File: config.mk
export PLATFORM = sky130hd
export DESIGN_NAME = cpu_instr_sequencer
export DESIGN_NICKNAME = d
export VERILOG_FILES = /design/src/rtl/cpu_instr_sequencer.sv
export SDC_FILE = /design/constraint.sdc
export NUM_CORES = 1
export LEC_CHECK = 0
export ABC_AREA = 1
export CAP_MARGIN = 10
export CELL_PAD_IN_SITES_DETAIL_PLACEMENT = 2
export CELL_PAD_IN_SITES_GLOBAL_PLACEMENT = 2
export CORE_UTILIZATION = 35
export CTS_CLUSTER_DIAMETER = 30
export CTS_CLUSTER_SIZE = 20
export DETAILED_ROUTE_END_ITERATION = 12
export GPL_TIMING_DRIVEN = 0
export HOLD_SLACK_MARGIN = 0.06
export PLACE_DENSITY_LB_ADDON = 0.2
export SLEW_MARGIN = 25
export SYNTH_ARGS = -nofsm -noshare
export SYNTH_HDL_FRONTEND = slang
export SYNTH_SLANG_ARGS = --single-unit
File: constraint.sdc
create_clock -name clk -period 4.7 [get_ports clk]
set_clock_uncertainty 0.1 [all_clocks]
set_input_delay 0.94 -clock clk [delete_from_list [all_inputs] [get_ports clk]]
set_output_delay 0.94 -clock clk [all_outputs]
set_load 0.01 [all_outputs]
File: src/rtl/cpu_instr_sequencer.sv
`default_nettype none
// ============================================================================
// Module      : cpu_instr_sequencer
// Description : Feeds the 16-bit CPU with instructions from a local program
//               RAM. Each instruction word goes out on cpu_din with a single
//               cpu_run pulse, and the sequencer then waits for cpu_done.
//               Immediate-bearing instructions get the next RAM word driven
//               as the operand. Also provides start/stop control, halt-word
//               detection, a Done watchdog and a completed-instruction count.
//
// Ports       : clk, reset          - clock, synchronous active-high reset
//               start, start_addr   - begin execution (IDLE/HALT/ERR only)
//               stop                - finish current instruction, then IDLE
//               ld_we/ld_addr/ld_data - program RAM write port (not busy)
//               cpu_din, cpu_run    - registered word and run pulse to CPU
//               cpu_done            - CPU completion strobe
//               busy, halted, timeout_err - state indicators
//               pc, instr_count     - program counter, completed count
//
// Revision    : 1.0 - initial release
// ============================================================================
module cpu_instr_sequencer #(
    parameter int          ADDR_W    = 6,
    parameter logic [15:0] HALT_WORD = 16'hFFFF,
    parameter logic [2:0]  IMM_OP    = 3'b001,
    parameter int          TIMEOUT   = 64
) (
    input  logic              clk,
    input  logic              reset,
    input  logic              start,
    input  logic              stop,
    input  logic [ADDR_W-1:0] start_addr,
    input  logic              ld_we,
    input  logic [ADDR_W-1:0] ld_addr,
    input  logic [15:0]       ld_data,
    output logic [15:0]       cpu_din,
    output logic              cpu_run,
    input  logic              cpu_done,
    output logic              busy,
    output logic              halted,
    output logic              timeout_err,
    output logic [ADDR_W-1:0] pc,
    output logic [15:0]       instr_count
);

    localparam int              c_depth   = 2 ** ADDR_W;
    localparam int              c_wd_w    = $clog2(TIMEOUT + 1);
    localparam logic [c_wd_w-1:0] c_wd_last = c_wd_w'(TIMEOUT - 1);
    localparam logic [c_wd_w-1:0] c_wd_one  = c_wd_w'(1);
    localparam logic [ADDR_W-1:0] c_pc_one  = ADDR_W'(1);

    typedef enum logic [2:0] {
        S_IDLE   = 3'd0,
        S_FETCH  = 3'd1,
        S_DECODE = 3'd2,
        S_ISSUE  = 3'd3,
        S_WAIT   = 3'd4,
        S_HALT   = 3'd5,
        S_ERR    = 3'd6
    } state_t;

    state_t              state_q, state_d;
    logic [ADDR_W-1:0]   pc_q, pc_d;
    logic [15:0]         cpu_din_q, cpu_din_d;
    logic                cpu_run_q, cpu_run_d;
    logic [15:0]         instr_count_q, instr_count_d;
    logic                stop_pend_q, stop_pend_d;
    logic                imm_q, imm_d;
    logic [c_wd_w-1:0]   wd_q, wd_d;

    // Program RAM: synchronous write, registered read (one-cycle latency).
    logic [15:0]         mem [c_depth];
    logic [15:0]         mem_rd_q;
    logic [ADDR_W-1:0]   w_rd_addr;
    logic                w_busy;
    logic                w_ld_ok;

    assign w_busy  = (state_q == S_FETCH) || (state_q == S_DECODE) ||
                     (state_q == S_ISSUE) || (state_q == S_WAIT);
    assign w_ld_ok = ld_we && !w_busy;

    // Read-before-write: a same-cycle write to the read address is not seen
    // until the following read.
    always_ff @(posedge clk) begin
        if (w_ld_ok) begin
            mem[ld_addr] <= ld_data;
        end
        mem_rd_q <= mem[w_rd_addr];
    end

    always_comb begin
        state_d       = state_q;
        pc_d          = pc_q;
        cpu_din_d     = cpu_din_q;
        cpu_run_d     = 1'b0;
        instr_count_d = instr_count_q;
        stop_pend_d   = stop_pend_q;
        imm_d         = imm_q;
        wd_d          = wd_q;
        w_rd_addr     = pc_q;

        // A stop request is remembered until the current instruction retires.
        if (w_busy && stop) begin
            stop_pend_d = 1'b1;
        end

        case (state_q)
            S_IDLE, S_HALT, S_ERR: begin
                if (start) begin
                    pc_d          = start_addr;
                    instr_count_d = '0;
                    stop_pend_d   = 1'b0;
                    state_d       = S_FETCH;
                end
            end

            S_FETCH: begin
                state_d = S_DECODE;
            end

            S_DECODE: begin
                if (mem_rd_q == HALT_WORD) begin
                    // pc is left pointing at the halt word.
                    state_d = S_HALT;
                end else begin
                    cpu_din_d = mem_rd_q;
                    imm_d     = (mem_rd_q[15:13] == IMM_OP);
                    // Run is registered, so it is high exactly while in ISSUE.
                    cpu_run_d = 1'b1;
                    state_d   = S_ISSUE;
                end
            end

            S_ISSUE: begin
                // Prefetch the potential immediate; it lands in the first
                // WAIT cycle.
                w_rd_addr = pc_q + c_pc_one;
                wd_d      = '0;
                state_d   = S_WAIT;
            end

            S_WAIT: begin
                wd_d = wd_q + c_wd_one;
                if ((wd_q == '0) && imm_q) begin
                    cpu_din_d = mem_rd_q;
                end
                // Done takes priority over a watchdog expiry in the same cycle.
                if (cpu_done) begin
                    pc_d          = pc_q + c_pc_one + ADDR_W'(imm_q);
                    instr_count_d = instr_count_q + 16'd1;
                    stop_pend_d   = 1'b0;
                    state_d       = (stop_pend_q || stop) ? S_IDLE : S_FETCH;
                end else if (wd_q == c_wd_last) begin
                    state_d = S_ERR;
                end
            end

            default: begin
                state_d = S_IDLE;
            end
        endcase
    end

    always_ff @(posedge clk) begin
        if (reset) begin
            state_q       <= S_IDLE;
            pc_q          <= '0;
            cpu_din_q     <= '0;
            cpu_run_q     <= 1'b0;
            instr_count_q <= '0;
            stop_pend_q   <= 1'b0;
            imm_q         <= 1'b0;
            wd_q          <= '0;
        end else begin
            state_q       <= state_d;
            pc_q          <= pc_d;
            cpu_din_q     <= cpu_din_d;
            cpu_run_q     <= cpu_run_d;
            instr_count_q <= instr_count_d;
            stop_pend_q   <= stop_pend_d;
            imm_q         <= imm_d;
            wd_q          <= wd_d;
        end
    end

    assign cpu_din     = cpu_din_q;
    assign cpu_run     = cpu_run_q;
    assign busy        = w_busy;
    assign halted      = (state_q == S_HALT);
    assign timeout_err = (state_q == S_ERR);
    assign pc          = pc_q;
    assign instr_count = instr_count_q;

endmodule
`default_nettype wire

# After elaboration in Yosys (flattened, before gate mapping)
# Memory sizes are Yosys's and may differ from the RTL's. A register that Yosys moved wholly into a read port is not among the register bits.
# Cells that the tools add are included.
[word_totals] word_cells=72 output_inout_bits=42 memories=1 mem_bits_rw=1024 latch_bits=0 ff_bits=51 inputBits=34 mem_bits_ro=0
[classes] eq_ne=14 n_reduce_logical=19 n_lt_le_gt_ge=0 addsub=4 multipliers=0 bitwise=2 n_mux=24 shifts=0 div_mod_pow=0
[memory_table] memory="mem" depth=64 word_bits=16 rd=1 rd_clocked_by_memory_dff=1 write_ports=1 line="72" source="logic [15:0] mem [c_depth];"
[op_table] operator="two-way mux 16 bit" count=4
[op_table] operator="one-hot mux 16 bit (2 select lines)" count=2
[op_table] operator="two-way mux 6 bit" count=3
[op_table] operator="adder 16 x 1 -> 16 bit (second input constant)" count=1
[op_table] operator="equality test 16 bit (second input constant)" count=1
[op_table] operator="one-hot mux 3 bit (5 select lines)" count=1
[op_table] operator="one-hot mux 7 bit (2 select lines)" count=1
[op_table] operator="two-way mux 3 bit" count=4
[op_table] operator="one-hot mux 6 bit (2 select lines)" count=1
[op_table] operator="equality test 3 bit (second input constant)" count=3
[op_table] operator="adder 7 x 1 -> 7 bit (second input constant)" count=1
[op_table] operator="equality test 7 x 6 -> 1 bit (second input constant)" count=1
[op_table] operator="zero test 7 bit" count=1
[op_table] operator="two-way mux 1 bit" count=7
[op_table] operator="adder 6 x 1 -> 6 bit" count=1
[op_table] operator="adder 6 x 1 -> 6 bit (second input constant)" count=1
[op_table] operator="equality test 3 x 1 -> 1 bit (second input constant)" count=2
[op_table] operator="equality test 3 x 2 -> 1 bit (second input constant)" count=2
[op_table] operator="inequality test 2 bit (second input constant)" count=3
[op_table] operator="AND reduction 3 bit" count=2
[op_table] operator="nonzero test 2 bit" count=3
[op_table] operator="logical OR 1 bit" count=4
[op_table] operator="AND reduction 2 bit" count=2
[op_table] operator="logical AND 1 bit" count=3
[op_table] operator="other kinds (8)" count=9

# Depth between registers and ports, before layout
# Gate-level depths: netlist of the first run.
[depth] depth_word=8 depth_mapped=15 ltp_nobuf=12

# Worst setup path before layout of the first run
# OpenSTA, ideal clock, no wires.
[synth_path] path_type="register to register" from="register state_q[0]" to="memory mem[0][0] (enable)" arrival_ps=2242 setup_ps=388 t_required_ps=4212 path_slack_ps=1970 synth_period_minus_slack_ps=2730 path_stages_with_launch=11 path_cell_list="dfxtp_1 -> buf_4 -> nor2_1 -> nand2_1 -> buf_2 -> nand2_1 -> inv_2 -> nand3_2 -> nor2_4 -> nand4_2 -> nor2_1"
[synth_between] elab_chain_cells=8 elab_cells_between_ends=11
[synth_lines] element="start, declared" line="62" source="state_t state_q, state_d;"
[synth_lines] element="start signal, assigned" line="175" source="state_q <= state_d;"
[synth_lines] element="equality test 3 x 1 -> 1 bit or equality test 3 x 2 -> 1 bit (tied branches)" line="78" source="assign w_busy = (state_q == S_FETCH) || (state_q == S_DECODE) ||"
[synth_lines] element="logical OR 1 bit (2 in a row)" line="78"
[synth_lines] element="logical OR 1 bit (*)" line="79" source="(state_q == S_ISSUE) || (state_q == S_WAIT);"
[synth_lines] element="named net busy" line="39" source="output logic busy,"
[synth_lines] element="zero test 1 bit (*)" line="80" source="assign w_ld_ok = ld_we && !w_busy;"
[synth_lines] element="logical AND 1 bit (*)" line="80"
[synth_lines] element="two-way mux 1 bit (*)" line="85" source="if (w_ld_ok) begin"
[synth_lines] element="two-way mux 1 bit (not written as such) (*)" line="86" source="mem[ld_addr] <= ld_data;"
[synth_lines] element="end, declared" line="72"
# Mark *: on every way through the listed nets, which the timed path passes. The rest lies on a longest branch.

# Worst setup path after layout of the first run
[layout_path] from="register pc_q[0] (netlist: pc[0])" to="register mem_rd_q[0], read port of mem"
[layout_between] elab_chain_cells=2
[layout_lines] element="start, declared" line="63" source="logic [ADDR_W-1:0] pc_q, pc_d;"
[layout_lines] element="start signal, assigned" line="176" source="pc_q <= pc_d;"
[layout_lines] element="adder 6 x 1 -> 6 bit" line="137" source="w_rd_addr = pc_q + c_pc_one;"
[layout_lines] element="two-way mux 6 bit (*)" line="107" source="case (state_q)"
[layout_lines] element="end, declared" line="73" source="logic [15:0] mem_rd_q;"
# Every way passes the cells marked *; elsewhere a longest branch is shown, timed or not.
# A chain may end at the register's enable or synchronous reset.

==> impl_metrics.yaml, run 1 <==
status:
  status: "completed"
floorplan:
  die_h_um: 372
  fp.coreArea_um2: 136000
  die_x_um: 372
  ioPinCount: 76
  dieArea_um2: 138000
  placementRows: 135
  initial_utilization: 0.353
route:
  drtIter0Drc: 3781
  vias_per_cell: 5.41
  antenna_left: 0
  postRouteWirelength_mm: 209
  firstDrtPassIters: 5
  post_drt_wl_per_cell_um: 29.3
  drc_errors: 0
  vias: 38700
global_route:
  grt_max_degree: 59
  grtUsageTotal: 0.302
  overflow: 0
  antenna_found_initial: 14
  first_global_vias: 42400
  grt_pass1_wl_mm: 298
power_and_ir_drop:
  finalPower_w: 0.0468
  ir_drop_mv: 0.319
  comb_power_share: 0.332
  p_seq_frac: 0.237
  p_sw_frac: 0.392
  power_switching_w: 0.0184
  power.static_leakage_nw: 26.1
  p_clk_frac: 0.431
  p_int_w: 0.0285
  power.density_nw_per_um2: 754
clock_tree:
  clk_latency_ps: 900
  cts_root_buf: "clkbuf_16"
  cts.sinks: 1091
  cts_setup_buffers: 0
  clk_pin_slew_ps: 60
  postCtsHoldBufs: 0
  cts_inserted_buffers: 306
  cts_resized: 0
  cts_tree: "built"
  clock_path_buffers: 4
  htree_levels: 5
timing:
  setup_viol: 0
  relSlewSlack: 0.200
  worst_slew_pin_slew_ps: 1200
  rsz0062_at_grt: "false"
  hold_ws_ps: 239
  min_period_ps: 4260
  max_freq_ghz: 0.235
  timing.final.ws_setup_ps: 442
  hold_viol_final: 0
  final_max_slew_viol_count: 0
  post-route-period-util: 0.906
finish:
  nFillCells: 13900
  fin_util: 0.458
  nets: 5177
  multi_input_area_um2: 11400
  seqCellArea_um2: 32100
  drive_above_1_share: 0.148
  instances_no_fill: 7145
  area_growth_pct: 29.7
synth:
  synth_cells: 4703
  seq_area_frac_synth: 0.670
  syn_area_per_cell_um2: 10.2
  synth.distinct_cells: 38
  netlist.area_leader.share: 0.642
  yosysTopAreaCell: "edfxtp_1"
  synth_commonest_cells: "nand2_1 (1080), nand3_1 (1028), edfxtp_1 (1024)"
  synth_most_common_cell: "nand2_1"
  ys.flop_type: "edfxtp_1"
  synth_edf_count: 1024
  netlist_area_um2: 47900
  synth.area.top_cells: "edfxtp_1 (64%), nand3_1 (11%), nand2_1 (8.5%)"
  async_reset_ff_frac: 0
  ys_ff_latch: 1091
  yosysWarnings: 0
  synth_nets: 4743
job:
  max-cap-violations: 0
worst_setup_path:
  end_kind: "flop"
  cp-start-kind: "flop"
  worstPathArrival_ps: 4870
  path_class: "flop to flop"
  cp.required_ps: 5310
  crit_fanout: 10
placed_design:
  post-place-cells: 6610
  place_hpwl_mm: 135
  place_congestion: 0.891
  post-place-ws_ps: 776
  port_buffers: 74
worst_hold_path:
  hp-class: "primary input to flop"
[worst max-delay path, cell delays in order, from the launching register on]
cell     delay (ps)
dfxtp_1         590
nand4_2         660
nand2_2         480
buf_4           470
buf_2           500
nand2_1         140
nand3_1         140
nand3_1          90
nand3_1         220
nand3_1         230
nand3_1         240
nand2_1         190
[per-stage QoR]
stage | TNS, ps | instance area, µm²
CTS | 0 | 62100
detailed placement | 0 | 52300
floorplan | 0 | 47900
finish | 0 | 62100
global route | 0 | 62100
global placement | -55370 | 50900
[state kept, by name, indices dropped and copies added, names as in the netlist]
name / cells
cpu_run: 1
mem_rd_q: 16
cpu_din: 16
wd_q: 7
mem: 1024
pc: 6
stop_pend_q: 1
instr_count: 16
imm_q: 1
state_q: 3
[placed cells by master (no fill, tap or decap), types with 27 or more instances in the layout]
cell type / n
a21oi_1: 27
buf_2: 173
buf_4: 46
bufinv_16: 36
clkbuf_1: 80
clkbuf_16: 313
clkdlybuf4s50_1: 58
clkinv_1: 47
clkinv_2: 59
dfxtp_1: 67
edfxtp_1: 1024
inv_1: 938
nand2_1: 1080
nand3_1: 1028
nand3b_1: 66
nor2_1: 61
nor2_4: 51
o21ai_0: 32
[worst paths after layout]
kind | startpoint | endpoint | slack, ps | cells past startpoint
setup / recovery | pc[0] | mem_rd_q[0] | 440 | 11
hold / removal | ld_data[0] | mem[3][0] | 240 | 1
setup reg to reg | pc[0] | mem_rd_q[0] | 440 | 11
hold reg to reg | cpu_din[6] | cpu_din[6] | 380 | 2
[final cells by class]
cell class                 count  share of cell area
tap                         1781              0.0359
buffer                       241              0.0199
inverter                     942              0.0569
antenna                        3            0.000121
timing repair buffer         126              0.0287
sequential                  1091               0.516
multi-input combinational   2429               0.184
clock buffer                 370               0.130
clock inverter               162              0.0275
[power groups by stage]
stage / Combinational [W] / Sequential (W) / Clock [W]
after detailed placement: 0.0147 / 0.0112 / 0
after CTS: 0.0152 / 0.0111 / 0.0203
after global routing: 0.0161 / 0.0111 / 0.0208
after global placement: 0.0143 / 0.0113 / 0
final: 0.0156 / 0.0111 / 0.0202
after floorplan: 0.00742 / 0.0112 / 0
[logic make-up after synthesis]
logic type / after synthesis / share of synthesized area
adder cells (fa/ha/maj): 6 / 0.00157
flip-flops: 1091 / 0.670
buffers and inverters: 1183 / 0.0996
XOR/XNOR: 8 / 0.00146
AND/OR/NAND/NOR: 2339 / 0.219
AO/OA/AOI/OAI: 76 / 0.00870
[per-layer routing]
| metal | global-route usage | wire length [µm] | vias to the layer above |
|---|---|---|---|
| li1 | - | - | 16400 |
| met1 | 0.384 | 85700 | 20100 |
| met2 | 0.500 | 99500 | 1653 |
| met3 | 0.0621 | 14900 | 484 |
| met4 | 0.127 | 8900 | 4 |
| met5 | 0 | 24 | - |
(Power assumes the default switching activity.)
==> run 2: changes to the inputs <==
--- a/config.mk
+++ b/config.mk
@@ -9,12 +9,12 @@
 export CAP_MARGIN = 10
 export CELL_PAD_IN_SITES_DETAIL_PLACEMENT = 2
 export CELL_PAD_IN_SITES_GLOBAL_PLACEMENT = 2
-export CORE_UTILIZATION = 35
+export CORE_UTILIZATION = 40
 export CTS_CLUSTER_DIAMETER = 30
 export CTS_CLUSTER_SIZE = 20
 export DETAILED_ROUTE_END_ITERATION = 12
-export GPL_TIMING_DRIVEN = 0
-export HOLD_SLACK_MARGIN = 0.06
+export GPL_TIMING_DRIVEN = 1
+export HOLD_SLACK_MARGIN = 0.02
 export PLACE_DENSITY_LB_ADDON = 0.2
 export SLEW_MARGIN = 25
 export SYNTH_ARGS = -nofsm -noshare
==> impl_metrics.yaml, run 2 (synthesis gave the netlist of run 1 again) <==
worst_hold_path:
  hp-class: "primary input to flop"
clock_tree:
  clk_pin_slew_ps: 40
  cts_resized: 0
  cts_inserted_buffers: 296
  postCtsHoldBufs: 0
  cts_setup_buffers: 0
  clk_latency_ps: 910
  cts.sinks: 1091
  cts_root_buf: "clkbuf_16"
  clock_path_buffers: 4
  cts_tree: "built"
  htree_levels: 5
route:
  firstDrtPassIters: 6
  post_drt_wl_per_cell_um: 30.3
  drc_errors: 0
  drtIter0Drc: 3846
  postRouteWirelength_mm: 207
  antenna_left: 0
  vias_per_cell: 5.65
  vias: 38600
finish:
  top_register: "mem"
  largest_reg_flops: 1024
  final_cell_mix: "nand2_1 (1078), nand3_1 (1028), edfxtp_1 (1024)"
  nets: 5050
  area_growth_pct: 26.5
  drive_above_1_share: 0.124
  nFillCells: 11700
  final_common_cell: "nand2_1"
  finalInstanceArea_um2: 60600
placed_design:
  port_buffers: 75
  place_hpwl_mm: 112
  place_congestion: 0.839
  post-place-ws_ps: 1070
  placed_area_um2: 51100
floorplan:
  placementRows: 126
  die_h_um: 348
  fp.coreArea_um2: 118000
  initial_utilization: 0.405
  dieArea_um2: 121000
  die_x_um: 348
  ioPinCount: 76
timing:
  worst_slew_pin_slew_ps: 1080
  relSlewSlack: 0.277
  rsz0062_at_grt: "false"
  hold_viol_final: 0
  setup_viol: 0
  setup-tns-final_ps: 0
  post-route-period-util: 0.819
  min_period_ps: 3850
  max_freq_ghz: 0.260
  final_max_slew_viol_count: 0
  timing.final.ws_setup_ps: 849
power_and_ir_drop:
  power.static_leakage_nw: 25.6
  ir_drop_mv: 0.440
  power.density_nw_per_um2: 741
global_route:
  grt_pass1_wl_mm: 299
  met1_usage: 0.415
  busiest_layer: "met2"
  first_global_vias: 43000
  grtUsageTotal: 0.341
  grt_max_degree: 97
  grt_util_met3: 0.0683
  overflow: 0
  grtUsageMet2: 0.578
  antenna_found_initial: 7
worst_setup_path:
  critPathTopFamily: "simple AND/OR/NAND/NOR gates"
  worstPathArrival_ps: 2810
  cp_cell_sequence: "nand3_2, nand2_1, inv_2, nand3_2, clkdlybuf4s50_1"
  cp.required_ps: 3660
  crit_fanout: 14
  cp_slowest_cell: "clkdlybuf4s50_1"
  cp-start-kind: "flop"
  path_class: "flop to primary output"
  end_kind: "primary output"
  critPathMaxStageDelay_ps: 550
  cp.buffers_inverters: 2
  cpMostUsedCell: "nand3_2"
job:
  max-cap-violations: 0
status:
  status: "completed"
==> run 2: cell count changes in the layout (fill, tap and decap cells not counted), moves of 6 or more <==
cell | before | now
buf_12 | 15 | 26
nor2_4 | 51 | 1
buf_6 | 9 | 0
clkbuf_16 | 313 | 305
nor2_1 | 61 | 109
clkbuf_1 | 80 | 57
buf_1 | 10 | 0
buf_4 | 46 | 152
bufinv_16 | 36 | 30
buf_16 | 21 | 1
buf_8 | 7 | 0
buf_2 | 173 | 12
clkinv_2 | 59 | 40
==> run 2: per-layer routing <==
layer  vias up  part of all wire  wire length (µm)
li1      16100                 -                 -
met1     19900              0.38             79400
met2      2002              0.49            102000
met3       566             0.074             15200
met4         8             0.049             10100
met5         -           0.00027                55
==> run 2: layout make-up <==
class | count | area (µm²) | share of cell area
Tap cell | 1600 | 2000 | 0.0330
Multi-Input combinational cell | 2429 | 11100 | 0.184
Inverter | 942 | 3540 | 0.0584
Sequential cell | 1091 | 32100 | 0.529
Antenna cell | 3 | 7.51 | 0.000124
Timing Repair Buffer | 250 | 2340 | 0.0386
Clock buffer | 372 | 7980 | 0.132
Clock inverter | 140 | 1490 | 0.0246
==> run 2: path summary, 6_finish.rpt <==
check	from	endpoint	slack, ps	depth (start not counted)
max	state_q[0]	busy	850	5
min	ld_data[6]	mem[35][6]	300	1
max reg2reg	state_q[0]	mem_rd_q[5]	890	10
min reg2reg	cpu_din[0]	cpu_din[0]	380	2
==> run 2: where the power goes <==
| part | internal (W) | total (W) | switching, W | leakage, nW |
|---|---|---|---|---|
| logic | 0.00343 | 0.0139 | 0.0105 | 11.2 |
| clock network | 0.0135 | 0.0197 | 0.00624 | 4.61 |
| registers | 0.0109 | 0.0112 | 0.000301 | 9.76 |
| total | 0.0278 | 0.0449 | 0.0171 | 25.6 |
==> run 2: through the flow <==
step | total power (W) | instances | utilization | hold WS, ps
floorplan | 0.0186 | 4703 | - | 347
global placement | 0.0240 | 6311 | 0.431 | 365
detailed placement | 0.0244 | 6312 | 0.432 | 379
CTS | 0.0448 | 6824 | 0.512 | 286
global route | 0.0460 | 6824 | 0.512 | 314
finish | 0.0449 | 6827 | 0.512 | 301
